===== src/rtl/bp_me_mmio_router_pkg.sv =====
// rtl/bp_me_mmio_router_pkg.sv - shared kind encoding, sizing helper and tracker entry macro
package bp_me_router_pkg;

    typedef enum logic {
        e_router_kind_cmd      = 1'b0,
        e_router_kind_data_cmd = 1'b1
    } bp_me_router_kind_e;

    function automatic int safe_clog2(input int x);
        return (x <= 1) ? 1 : $clog2(x);
    endfunction

endpackage

`ifndef BP_ME_ROUTER_ENTRY_S_VH
`define BP_ME_ROUTER_ENTRY_S_VH
`define DECLARE_BP_ME_ROUTER_ENTRY_S(lg_tgt_mp) \
    typedef struct packed { \
        logic [lg_tgt_mp-1:0] tgt; \
        bp_me_router_kind_e   kind; \
    } bp_me_router_entry_s
`endif


===== src/rtl/bp_me_mmio_router_if.sv =====
// rtl/bp_me_mmio_router_if.sv - upstream client link plus per-target command/response bundle
interface bp_me_mmio_router_if #(
    parameter int num_tgt_p         = 2,
    parameter int paddr_width_p     = 39,
    parameter int cmd_width_p       = 16,
    parameter int data_cmd_width_p  = 32,
    parameter int resp_width_p      = 16,
    parameter int data_resp_width_p = 32
) ();

    logic [num_tgt_p-1:0][paddr_width_p-1:0]     tgt_base_addr_i;

    logic [cmd_width_p-1:0]                      mem_cmd_i;
    logic [paddr_width_p-1:0]                    mem_cmd_addr_i;
    logic                                        mem_cmd_v_i;
    logic                                        mem_cmd_yumi_o;
    logic [data_cmd_width_p-1:0]                 mem_data_cmd_i;
    logic [paddr_width_p-1:0]                    mem_data_cmd_addr_i;
    logic                                        mem_data_cmd_v_i;
    logic                                        mem_data_cmd_yumi_o;

    logic [resp_width_p-1:0]                     mem_resp_o;
    logic                                        mem_resp_v_o;
    logic                                        mem_resp_ready_i;
    logic [data_resp_width_p-1:0]                mem_data_resp_o;
    logic                                        mem_data_resp_v_o;
    logic                                        mem_data_resp_ready_i;

    logic [num_tgt_p-1:0][cmd_width_p-1:0]       tgt_cmd_o;
    logic [num_tgt_p-1:0]                        tgt_cmd_v_o;
    logic [num_tgt_p-1:0]                        tgt_cmd_yumi_i;
    logic [num_tgt_p-1:0][data_cmd_width_p-1:0]  tgt_data_cmd_o;
    logic [num_tgt_p-1:0]                        tgt_data_cmd_v_o;
    logic [num_tgt_p-1:0]                        tgt_data_cmd_yumi_i;

    logic [num_tgt_p-1:0][resp_width_p-1:0]      tgt_resp_i;
    logic [num_tgt_p-1:0]                        tgt_resp_v_i;
    logic [num_tgt_p-1:0]                        tgt_resp_ready_o;
    logic [num_tgt_p-1:0][data_resp_width_p-1:0] tgt_data_resp_i;
    logic [num_tgt_p-1:0]                        tgt_data_resp_v_i;
    logic [num_tgt_p-1:0]                        tgt_data_resp_ready_o;

    modport slave (
        input  tgt_base_addr_i,
        input  mem_cmd_i, mem_cmd_addr_i, mem_cmd_v_i,
        input  mem_data_cmd_i, mem_data_cmd_addr_i, mem_data_cmd_v_i,
        input  mem_resp_ready_i, mem_data_resp_ready_i,
        input  tgt_cmd_yumi_i, tgt_data_cmd_yumi_i,
        input  tgt_resp_i, tgt_resp_v_i, tgt_data_resp_i, tgt_data_resp_v_i,
        output mem_cmd_yumi_o, mem_data_cmd_yumi_o,
        output mem_resp_o, mem_resp_v_o, mem_data_resp_o, mem_data_resp_v_o,
        output tgt_cmd_o, tgt_cmd_v_o, tgt_data_cmd_o, tgt_data_cmd_v_o,
        output tgt_resp_ready_o, tgt_data_resp_ready_o
    );

    modport master (
        output tgt_base_addr_i,
        output mem_cmd_i, mem_cmd_addr_i, mem_cmd_v_i,
        output mem_data_cmd_i, mem_data_cmd_addr_i, mem_data_cmd_v_i,
        output mem_resp_ready_i, mem_data_resp_ready_i,
        output tgt_cmd_yumi_i, tgt_data_cmd_yumi_i,
        output tgt_resp_i, tgt_resp_v_i, tgt_data_resp_i, tgt_data_resp_v_i,
        input  mem_cmd_yumi_o, mem_data_cmd_yumi_o,
        input  mem_resp_o, mem_resp_v_o, mem_data_resp_o, mem_data_resp_v_o,
        input  tgt_cmd_o, tgt_cmd_v_o, tgt_data_cmd_o, tgt_data_cmd_v_o,
        input  tgt_resp_ready_o, tgt_data_resp_ready_o
    );

endinterface


===== src/rtl/bsg_fifo_1r1w_small.sv =====
// rtl/bsg_fifo_1r1w_small.sv - small register-based fifo with valid/ready in and valid/yumi out
module bsg_fifo_1r1w_small
    import bp_me_router_pkg::*;
#(
    parameter int width_p   = 1,
    parameter int els_p     = 1,
    localparam int ptr_w_lp = safe_clog2(els_p),
    localparam int cnt_w_lp = safe_clog2(els_p + 1)
) (
    input  logic               clk_i,
    input  logic               reset_i,
    input  logic               v_i,
    output logic               ready_o,
    input  logic [width_p-1:0] data_i,
    output logic               v_o,
    output logic [width_p-1:0] data_o,
    input  logic               yumi_i
);

    logic [els_p-1:0][width_p-1:0] mem_q, mem_d;
    logic [ptr_w_lp-1:0]           rptr_q, rptr_d, wptr_q, wptr_d;
    logic [cnt_w_lp-1:0]           cnt_q, cnt_d;
    logic                          push, pop;

    // Explicit wrap so depths that are not a power of two still cycle correctly.
    function automatic logic [ptr_w_lp-1:0] wrap_inc(input logic [ptr_w_lp-1:0] p);
        return (p == ptr_w_lp'(els_p - 1)) ? '0 : p + 1'b1;
    endfunction

    always_comb begin
        ready_o = (cnt_q != cnt_w_lp'(els_p));
        v_o     = (cnt_q != '0);
        data_o  = mem_q[rptr_q];
        push    = v_i & ready_o;
        pop     = yumi_i & v_o;
        mem_d   = mem_q;
        if (push) mem_d[wptr_q] = data_i;
        wptr_d  = push ? wrap_inc(wptr_q) : wptr_q;
        rptr_d  = pop ? wrap_inc(rptr_q) : rptr_q;
        cnt_d   = cnt_q + cnt_w_lp'(push) - cnt_w_lp'(pop);
    end

    always_ff @(posedge clk_i) begin
        if (reset_i) begin
            rptr_q <= '0;
            wptr_q <= '0;
            cnt_q  <= '0;
        end else begin
            rptr_q <= rptr_d;
            wptr_q <= wptr_d;
            cnt_q  <= cnt_d;
        end
    end

    always_ff @(posedge clk_i) begin
        mem_q <= mem_d;
    end

endmodule


===== src/rtl/bp_me_mmio_router.sv =====
// rtl/bp_me_mmio_router.sv - address-decoding cmd/data_cmd router to N targets with in-order response steering
module bp_me_mmio_router
    import bp_me_router_pkg::*;
#(
    parameter int num_tgt_p         = 2,
    parameter int max_outstanding_p = 4,
    parameter int paddr_width_p     = 39,
    parameter int cmd_width_p       = 16,
    parameter int data_cmd_width_p  = 32,
    parameter int resp_width_p      = 16,
    parameter int data_resp_width_p = 32,
    localparam int lg_tgt_lp        = safe_clog2(num_tgt_p),
    localparam int lg_out_lp        = safe_clog2(max_outstanding_p + 1)
) (
    input  logic                 clk_i,
    input  logic                 reset_i,
    bp_me_mmio_router_if.slave   bus,
    output logic [lg_out_lp-1:0] outstanding_o,
    output logic                 unexpected_resp_o
);

    `DECLARE_BP_ME_ROUTER_ENTRY_S(lg_tgt_lp);

    bp_me_router_kind_e          rr_q, rr_d, lock_sel_q, lock_sel_d, sel;
    logic                        lock_q, lock_d;
    logic [lg_out_lp-1:0]        cnt_q, cnt_d;
    logic                        sel_v, issue_v, accept, pop, fifo_ready, head_v, head_ok;
    logic [lg_tgt_lp-1:0]        dec_tgt;
    bp_me_router_entry_s         push_entry, head_entry;
    logic [num_tgt_p-1:0]        match_resp, match_data_resp;
    logic [cmd_width_p-1:0]      cmd_pl;
    logic [data_cmd_width_p-1:0] data_cmd_pl;
    logic [resp_width_p-1:0]     resp_pl;
    logic [data_resp_width_p-1:0] data_resp_pl;

    // Bases ascend, so the last base not above the address wins.
    function automatic logic [lg_tgt_lp-1:0] decode(
        input logic [paddr_width_p-1:0]                 addr,
        input logic [num_tgt_p-1:0][paddr_width_p-1:0]  base
    );
        logic [lg_tgt_lp-1:0] r;
        r = '0;
        for (int t = 0; t < num_tgt_p; t++) begin
            if (addr >= base[t]) r = lg_tgt_lp'(t);
        end
        return r;
    endfunction

    always_comb begin
        if (lock_q)                                        sel = lock_sel_q;
        else if (bus.mem_cmd_v_i && bus.mem_data_cmd_v_i)  sel = rr_q;
        else if (bus.mem_data_cmd_v_i)                     sel = e_router_kind_data_cmd;
        else                                               sel = e_router_kind_cmd;

        sel_v   = (sel == e_router_kind_data_cmd) ? bus.mem_data_cmd_v_i : bus.mem_cmd_v_i;
        issue_v = sel_v & fifo_ready & ~reset_i;
        dec_tgt = decode((sel == e_router_kind_data_cmd) ? bus.mem_data_cmd_addr_i
                                                         : bus.mem_cmd_addr_i,
                         bus.tgt_base_addr_i);

        cmd_pl      = bus.mem_cmd_i;
        data_cmd_pl = bus.mem_data_cmd_i;
        for (int t = 0; t < num_tgt_p; t++) begin
            bus.tgt_cmd_o[t]        = cmd_pl;
            bus.tgt_data_cmd_o[t]   = data_cmd_pl;
            bus.tgt_cmd_v_o[t]      = issue_v && (sel == e_router_kind_cmd)
                                      && (dec_tgt == lg_tgt_lp'(t));
            bus.tgt_data_cmd_v_o[t] = issue_v && (sel == e_router_kind_data_cmd)
                                      && (dec_tgt == lg_tgt_lp'(t));
        end

        accept = issue_v && ((sel == e_router_kind_data_cmd) ? bus.tgt_data_cmd_yumi_i[dec_tgt]
                                                              : bus.tgt_cmd_yumi_i[dec_tgt]);
        bus.mem_cmd_yumi_o      = accept && (sel == e_router_kind_cmd);
        bus.mem_data_cmd_yumi_o = accept && (sel == e_router_kind_data_cmd);
        push_entry.tgt  = dec_tgt;
        push_entry.kind = sel;

        // Lock survives a full tracker so the presented channel resumes first.
        if (accept)              lock_d = 1'b0;
        else if (issue_v)        lock_d = 1'b1;
        else if (lock_q && !sel_v) lock_d = 1'b0;
        else                     lock_d = lock_q;
        lock_sel_d = issue_v ? sel : lock_sel_q;
        if (accept) rr_d = (sel == e_router_kind_cmd) ? e_router_kind_data_cmd : e_router_kind_cmd;
        else        rr_d = rr_q;
    end

    always_comb begin
        head_ok = head_v & ~reset_i;
        for (int t = 0; t < num_tgt_p; t++) begin
            match_resp[t]      = head_ok && (head_entry.kind == e_router_kind_data_cmd)
                                 && (head_entry.tgt == lg_tgt_lp'(t));
            match_data_resp[t] = head_ok && (head_entry.kind == e_router_kind_cmd)
                                 && (head_entry.tgt == lg_tgt_lp'(t));
            bus.tgt_resp_ready_o[t]      = match_resp[t] & bus.mem_resp_ready_i;
            bus.tgt_data_resp_ready_o[t] = match_data_resp[t] & bus.mem_data_resp_ready_i;
        end

        resp_pl               = bus.tgt_resp_i[head_entry.tgt];
        data_resp_pl          = bus.tgt_data_resp_i[head_entry.tgt];
        bus.mem_resp_o        = resp_pl;
        bus.mem_data_resp_o   = data_resp_pl;
        bus.mem_resp_v_o      = |(match_resp & bus.tgt_resp_v_i);
        bus.mem_data_resp_v_o = |(match_data_resp & bus.tgt_data_resp_v_i);
        pop = (bus.mem_resp_v_o & bus.mem_resp_ready_i)
            | (bus.mem_data_resp_v_o & bus.mem_data_resp_ready_i);

        unexpected_resp_o = ~reset_i & (|(bus.tgt_resp_v_i & ~match_resp)
                                      | |(bus.tgt_data_resp_v_i & ~match_data_resp));

        cnt_d         = cnt_q + lg_out_lp'(accept) - lg_out_lp'(pop);
        outstanding_o = cnt_q;
    end

    bsg_fifo_1r1w_small #(
        .width_p (lg_tgt_lp + 1),
        .els_p   (max_outstanding_p)
    ) tracker (
        .clk_i   (clk_i),
        .reset_i (reset_i),
        .v_i     (accept),
        .ready_o (fifo_ready),
        .data_i  (push_entry),
        .v_o     (head_v),
        .data_o  (head_entry),
        .yumi_i  (pop)
    );

    always_ff @(posedge clk_i) begin
        if (reset_i) begin
            rr_q       <= e_router_kind_cmd;
            lock_q     <= 1'b0;
            lock_sel_q <= e_router_kind_cmd;
            cnt_q      <= '0;
        end else begin
            rr_q       <= rr_d;
            lock_q     <= lock_d;
            lock_sel_q <= lock_sel_d;
            cnt_q      <= cnt_d;
        end
    end

endmodule


===== src/flat_wrapper.sv =====
// flat-port wrapper written by rule: the top's interface ports become plain ports
module bp_me_mmio_router_flat import bp_me_router_pkg::*;
#(
    parameter int num_tgt_p         = 2,
    parameter int max_outstanding_p = 4,
    parameter int paddr_width_p     = 39,
    parameter int cmd_width_p       = 16,
    parameter int data_cmd_width_p  = 32,
    parameter int resp_width_p      = 16,
    parameter int data_resp_width_p = 32,
    localparam int lg_tgt_lp        = safe_clog2(num_tgt_p),
    localparam int lg_out_lp        = safe_clog2(max_outstanding_p + 1)
)
  (clk_i, reset_i, outstanding_o, unexpected_resp_o, bus_tgt_base_addr_i, bus_mem_cmd_i, bus_mem_cmd_addr_i, bus_mem_cmd_v_i, bus_mem_data_cmd_i, bus_mem_data_cmd_addr_i, bus_mem_data_cmd_v_i, bus_mem_resp_ready_i, bus_mem_data_resp_ready_i, bus_tgt_cmd_yumi_i, bus_tgt_data_cmd_yumi_i, bus_tgt_resp_i, bus_tgt_resp_v_i, bus_tgt_data_resp_i, bus_tgt_data_resp_v_i, bus_mem_cmd_yumi_o, bus_mem_data_cmd_yumi_o, bus_mem_resp_o, bus_mem_resp_v_o, bus_mem_data_resp_o, bus_mem_data_resp_v_o, bus_tgt_cmd_o, bus_tgt_cmd_v_o, bus_tgt_data_cmd_o, bus_tgt_data_cmd_v_o, bus_tgt_resp_ready_o, bus_tgt_data_resp_ready_o);
  bp_me_mmio_router_if #(.num_tgt_p(num_tgt_p), .paddr_width_p(paddr_width_p), .cmd_width_p(cmd_width_p), .data_cmd_width_p(data_cmd_width_p), .resp_width_p(resp_width_p), .data_resp_width_p(data_resp_width_p)) bus_i ();
  input  logic clk_i;
  input  logic reset_i;
  output logic [lg_out_lp-1:0] outstanding_o;
  output logic unexpected_resp_o;
  input wire logic [$bits(bus_i.tgt_base_addr_i)-1:0] bus_tgt_base_addr_i;
  input wire logic [$bits(bus_i.mem_cmd_i)-1:0] bus_mem_cmd_i;
  input wire logic [$bits(bus_i.mem_cmd_addr_i)-1:0] bus_mem_cmd_addr_i;
  input wire logic [$bits(bus_i.mem_cmd_v_i)-1:0] bus_mem_cmd_v_i;
  input wire logic [$bits(bus_i.mem_data_cmd_i)-1:0] bus_mem_data_cmd_i;
  input wire logic [$bits(bus_i.mem_data_cmd_addr_i)-1:0] bus_mem_data_cmd_addr_i;
  input wire logic [$bits(bus_i.mem_data_cmd_v_i)-1:0] bus_mem_data_cmd_v_i;
  input wire logic [$bits(bus_i.mem_resp_ready_i)-1:0] bus_mem_resp_ready_i;
  input wire logic [$bits(bus_i.mem_data_resp_ready_i)-1:0] bus_mem_data_resp_ready_i;
  input wire logic [$bits(bus_i.tgt_cmd_yumi_i)-1:0] bus_tgt_cmd_yumi_i;
  input wire logic [$bits(bus_i.tgt_data_cmd_yumi_i)-1:0] bus_tgt_data_cmd_yumi_i;
  input wire logic [$bits(bus_i.tgt_resp_i)-1:0] bus_tgt_resp_i;
  input wire logic [$bits(bus_i.tgt_resp_v_i)-1:0] bus_tgt_resp_v_i;
  input wire logic [$bits(bus_i.tgt_data_resp_i)-1:0] bus_tgt_data_resp_i;
  input wire logic [$bits(bus_i.tgt_data_resp_v_i)-1:0] bus_tgt_data_resp_v_i;
  output wire logic [$bits(bus_i.mem_cmd_yumi_o)-1:0] bus_mem_cmd_yumi_o;
  output wire logic [$bits(bus_i.mem_data_cmd_yumi_o)-1:0] bus_mem_data_cmd_yumi_o;
  output wire logic [$bits(bus_i.mem_resp_o)-1:0] bus_mem_resp_o;
  output wire logic [$bits(bus_i.mem_resp_v_o)-1:0] bus_mem_resp_v_o;
  output wire logic [$bits(bus_i.mem_data_resp_o)-1:0] bus_mem_data_resp_o;
  output wire logic [$bits(bus_i.mem_data_resp_v_o)-1:0] bus_mem_data_resp_v_o;
  output wire logic [$bits(bus_i.tgt_cmd_o)-1:0] bus_tgt_cmd_o;
  output wire logic [$bits(bus_i.tgt_cmd_v_o)-1:0] bus_tgt_cmd_v_o;
  output wire logic [$bits(bus_i.tgt_data_cmd_o)-1:0] bus_tgt_data_cmd_o;
  output wire logic [$bits(bus_i.tgt_data_cmd_v_o)-1:0] bus_tgt_data_cmd_v_o;
  output wire logic [$bits(bus_i.tgt_resp_ready_o)-1:0] bus_tgt_resp_ready_o;
  output wire logic [$bits(bus_i.tgt_data_resp_ready_o)-1:0] bus_tgt_data_resp_ready_o;
  assign bus_i.tgt_base_addr_i = bus_tgt_base_addr_i;
  assign bus_i.mem_cmd_i = bus_mem_cmd_i;
  assign bus_i.mem_cmd_addr_i = bus_mem_cmd_addr_i;
  assign bus_i.mem_cmd_v_i = bus_mem_cmd_v_i;
  assign bus_i.mem_data_cmd_i = bus_mem_data_cmd_i;
  assign bus_i.mem_data_cmd_addr_i = bus_mem_data_cmd_addr_i;
  assign bus_i.mem_data_cmd_v_i = bus_mem_data_cmd_v_i;
  assign bus_i.mem_resp_ready_i = bus_mem_resp_ready_i;
  assign bus_i.mem_data_resp_ready_i = bus_mem_data_resp_ready_i;
  assign bus_i.tgt_cmd_yumi_i = bus_tgt_cmd_yumi_i;
  assign bus_i.tgt_data_cmd_yumi_i = bus_tgt_data_cmd_yumi_i;
  assign bus_i.tgt_resp_i = bus_tgt_resp_i;
  assign bus_i.tgt_resp_v_i = bus_tgt_resp_v_i;
  assign bus_i.tgt_data_resp_i = bus_tgt_data_resp_i;
  assign bus_i.tgt_data_resp_v_i = bus_tgt_data_resp_v_i;
  assign bus_mem_cmd_yumi_o = bus_i.mem_cmd_yumi_o;
  assign bus_mem_data_cmd_yumi_o = bus_i.mem_data_cmd_yumi_o;
  assign bus_mem_resp_o = bus_i.mem_resp_o;
  assign bus_mem_resp_v_o = bus_i.mem_resp_v_o;
  assign bus_mem_data_resp_o = bus_i.mem_data_resp_o;
  assign bus_mem_data_resp_v_o = bus_i.mem_data_resp_v_o;
  assign bus_tgt_cmd_o = bus_i.tgt_cmd_o;
  assign bus_tgt_cmd_v_o = bus_i.tgt_cmd_v_o;
  assign bus_tgt_data_cmd_o = bus_i.tgt_data_cmd_o;
  assign bus_tgt_data_cmd_v_o = bus_i.tgt_data_cmd_v_o;
  assign bus_tgt_resp_ready_o = bus_i.tgt_resp_ready_o;
  assign bus_tgt_data_resp_ready_o = bus_i.tgt_data_resp_ready_o;
  bp_me_mmio_router #(.num_tgt_p(num_tgt_p), .max_outstanding_p(max_outstanding_p), .paddr_width_p(paddr_width_p), .cmd_width_p(cmd_width_p), .data_cmd_width_p(data_cmd_width_p), .resp_width_p(resp_width_p), .data_resp_width_p(data_resp_width_p)) u_core (.clk_i(clk_i), .reset_i(reset_i), .bus(bus_i), .outstanding_o(outstanding_o), .unexpected_resp_o(unexpected_resp_o));
endmodule

===== config.mk =====
export PLATFORM = sky130hd
export DESIGN_NAME = bp_me_mmio_router_flat
export DESIGN_NICKNAME = d
export VERILOG_FILES = /design/src/rtl/bp_me_mmio_router_pkg.sv /design/src/rtl/bp_me_mmio_router_if.sv /design/src/rtl/bsg_fifo_1r1w_small.sv /design/src/rtl/bp_me_mmio_router.sv /design/src/flat_wrapper.sv
export SDC_FILE = /design/constraint.sdc
export NUM_CORES = 1
export LEC_CHECK = 0
export CAP_MARGIN = 25
export CORE_AREA = 2 2 185 187
export CTS_CLUSTER_DIAMETER = 80
export DETAILED_ROUTE_END_ITERATION = 6
export DIE_AREA = 0 0 187 189
export PLACE_DENSITY = 0.43
export REMOVE_ABC_BUFFERS = 1
export SLEW_MARGIN = 10
export SYNTH_ARGS = -nofsm -noshare
export SYNTH_HDL_FRONTEND = slang
export SYNTH_SLANG_ARGS = --single-unit
export TNS_END_PERCENT = 20

===== constraint.sdc =====
create_clock -name clk_i -period 6.3 [get_ports clk_i]
set_input_delay 1.575 -clock clk_i [delete_from_list [all_inputs] [get_ports clk_i]]
set_output_delay 1.575 -clock clk_i [all_outputs]
set_load 0.03 [all_outputs]

==> results_dict.tcl <==
set metrics [dict create \
    num_io_pins 474 \
    seq_area_frac_synth_pct 12.4 \
    vias 4140 \
    holdBufCountCts 0 \
    rsz0062_at_grt "no" \
    drt_iter0_drc 97 \
    vdd_drop_max_mv 0.131 \
    rr_endpoint "u_core.tracker.cnt_q[2]" \
    rows 67 \
    cts_num_sinks 21 \
    dpl.hpwl_um 19400 \
    drc 0 \
    async_flop_share_pct 0 \
    nets 1041 \
    synth.top_cell.area_share_pct 24.1 \
    endpoint_kind "output pin" \
    core_um2 33300 \
    p_leak_nw 2.92 \
    power_mw 1.34 \
    n_fill_cell 3654 \
    dieArea_um2 35300 \
    syn_avg_cell_area_um2 8.78 \
    syn_inst 458 \
    maxSlewHeadroom_pct 53.3 \
    reg2reg_depth 20 \
    yosys_warnings 0 \
    vias_per_cell 3.68 \
    r2r_start "u_core.lock_q" \
    first_global_vias 4282 \
    cp_data_required_time_ps 4720 \
    cp-startpoint "bus_mem_cmd_v_i" \
    ctsLongestPathBuffers 2 \
    hold_path.class "reg -> reg" \
    wirelength_um 22000 \
    setup_tns_ps 0 \
    cts_tree "done" \
    grt_max_degree 53 \
    numCtsBuffers 3 \
    die_y_um 189 \
    layout-drive-gt1-share_pct 23.2 \
    grt-ovfl-total 0 \
    die_x_um 187 \
    initial_core_util_pct 12.1 \
    status "finished clean" \
    worstMarginPinSlew_ps 701 \
    gp_congestion 0.823 \
    ant_nets 0 \
    clk_pin_slew_ps 60 \
    powerDensity_nw_per_um2 182 \
    slew_violations 0 \
    finalSetupViolations 0 \
    ys_ff_latch 21 \
    synth.distinct_cells 54 \
    drtPass1Iterations 4 \
    clock.fmax_mhz 164 \
    worstPathArrival_ps 4530 \
    worstSkewPairLatency_ps 250 \
    grt_pass1_wl_um 30200 \
    synth_area_leaders "mux2_2 (24%), buf_4 (18%), ha_1 (15%), dfxtp_1 (6.5%), edfxtp_1 (6.0%)" \
    start_kind "input port" \
    r2r_setup_slack_ps 1990 \
    clockRootBuffer "clkbuf_16" \
    yosys_most_used_dff "dfxtp_1" \
    antenna_found_initial 2 \
    htreeDepth 1 \
    regArea_um2 500 \
    synth_enable_flop_cells 8 \
    min_period_ps 6100 \
    fin_crit_sh_pct 96.8 \
    portBuffers 290 \
    cp-endpoint "bus_tgt_cmd_v_o[0]" \
    critPathMaxFanout 7 \
    cap_violations 0 \
    multi_input_area_um2 2760 \
    syn_to_final_growth_pct 84.0 \
    routedWlPerCell_um 19.6 \
    synth_largest_area_cell "mux2_2" \
    synth_area_um2 4020 \
    hold_viol_final 0 \
    skew_ps 3.45 \
    grtUsageTotal_pct 11.9 \
    criticalPathCategory "in -> out" \
    diodes 0 \
]
-- flip-flops by register name, summed over array words and instances (netlist names) --
register,count
u_core.rr_q,1
u_core.outstanding_o,3
u_core.lock_q,1
u_core.tracker.cnt_q,3
u_core.lock_sel_q,1
u_core.tracker.rptr_q,2
u_core.tracker.wptr_q,2
u_core.tracker.mem_q,8
-- cells in the mapped netlist, types with 3 or more instances --
| cell type | n |
|---|---|
| inv_1 | 48 |
| xnor2_1 | 3 |
| nand3_1 | 6 |
| buf_2 | 5 |
| buf_1 | 6 |
| nor2_1 | 26 |
| nand2_1 | 20 |
| edfxtp_1 | 8 |
| and2_1 | 5 |
| nor2b_1 | 4 |
| nand4_1 | 3 |
| nand2b_1 | 3 |
| nor3_1 | 3 |
| a21oi_1 | 15 |
| mux2i_1 | 10 |
| dfxtp_1 | 13 |
| ha_1 | 48 |
| o21ai_0 | 8 |
| buf_4 | 96 |
| mux2_2 | 86 |
-- final cells by class --
type | count | area share, %
Clock buffer | 4 | 1.07
Inverter | 49 | 2.49
Multi-Input combinational cell | 279 | 37.2
Sequential cell | 21 | 6.76
Tap cell | 448 | 7.58
Timing Repair Buffer | 323 | 44.9
-- metrics by stage --
stage	std cells	utilization [%]	hold WS (ps)	setup WS, ps	cell area (um^2)
6_report	1124	22.2	517	199	7400
5_1_grt	1124	22.2	549	1.39	7400
4_1_cts	1122	22.0	484	10.7	7330
3_5_place_dp	1111	21.0	472	-264	6990
3_3_place_gp	1111	21.0	471	-321	6990
2_1_floorplan	349	-	442	-2810	3250
-- cells in the final DEF (no fill, tap or decap), types with 10 or more instances in the layout --
master           instances
clkdlybuf4s50_1        282
mux2_2                  78
inv_1                   48
ha_1                    40
nor2_1                  26
buf_4                   24
nand2_1                 19
a21oi_1                 14
dfxtp_1                 13
mux2i_1                 10
mux2_4                  10
-- report_power, final --
part | switching [mW] | internal [mW] | total, mW
sequential | 0.0224 | 0.172 | 0.195
combinational | 0.461 | 0.554 | 1.01
clock | 0.0478 | 0.0862 | 0.134
total | 0.531 | 0.812 | 1.34
-- what timing repair did --
action	in CTS	in global routing
gates resized for setup	26	15
setup buffers	5	3
pin swaps	11	15
setup endpoints to repair	6	5
cloned	3	0
-- logic make-up (layout without fill, tap and decap cells) --
group                    Yosys count  in the layout  synth area share [%]
adder cells (fa/ha/maj)           50             50                  15.9
multiplexers                     101            101                  29.1
buffers and inverters            158            376                  23.9
XOR/XNOR                           4              4                 0.871
flip-flops                        21             21                  12.4
AND/OR/NAND/NOR                   79             79                  10.0
AO/OA/AOI/OAI                     45             45                  7.78
-- metal layers --
metal	up-vias	track usage, %	part of all wire [%]
li1	1904	-	-
met5	-	5.77	1.3
met2	375	17.6	41
met4	12	2.05	0.87
met1	1826	11.8	35
met3	23	11.4	21
-- worst min-delay path by stage --
stage	startpoint	to	slack, ps	cells after the start
6_report	u_core.rr_q	u_core.rr_q	520	2
5_1_grt	u_core.rr_q	u_core.rr_q	550	2
4_1_cts	u_core.rr_q	u_core.rr_q	480	2
3_5_place_dp	u_core.rr_q	u_core.rr_q	470	2
3_3_place_gp	u_core.rr_q	u_core.rr_q	470	2
2_1_floorplan	u_core.rr_q	u_core.rr_q	440	2
-- critical path, cell delays in order --
cell,delay [ps]
clkdlybuf4s15_1,180
inv_1,70
o21ai_2,70
o21ai_4,210
buf_12,170
buf_4,120
mux2_2,340
ha_1,270
o211ai_1,260
a211oi_4,100
a221o_1,340
a21oi_4,180
o21ai_4,120
buf_4,150
nor3_2,90
buf_4,140
buf_12,110
No activity file was read; power rests on OpenSTA's default activity.
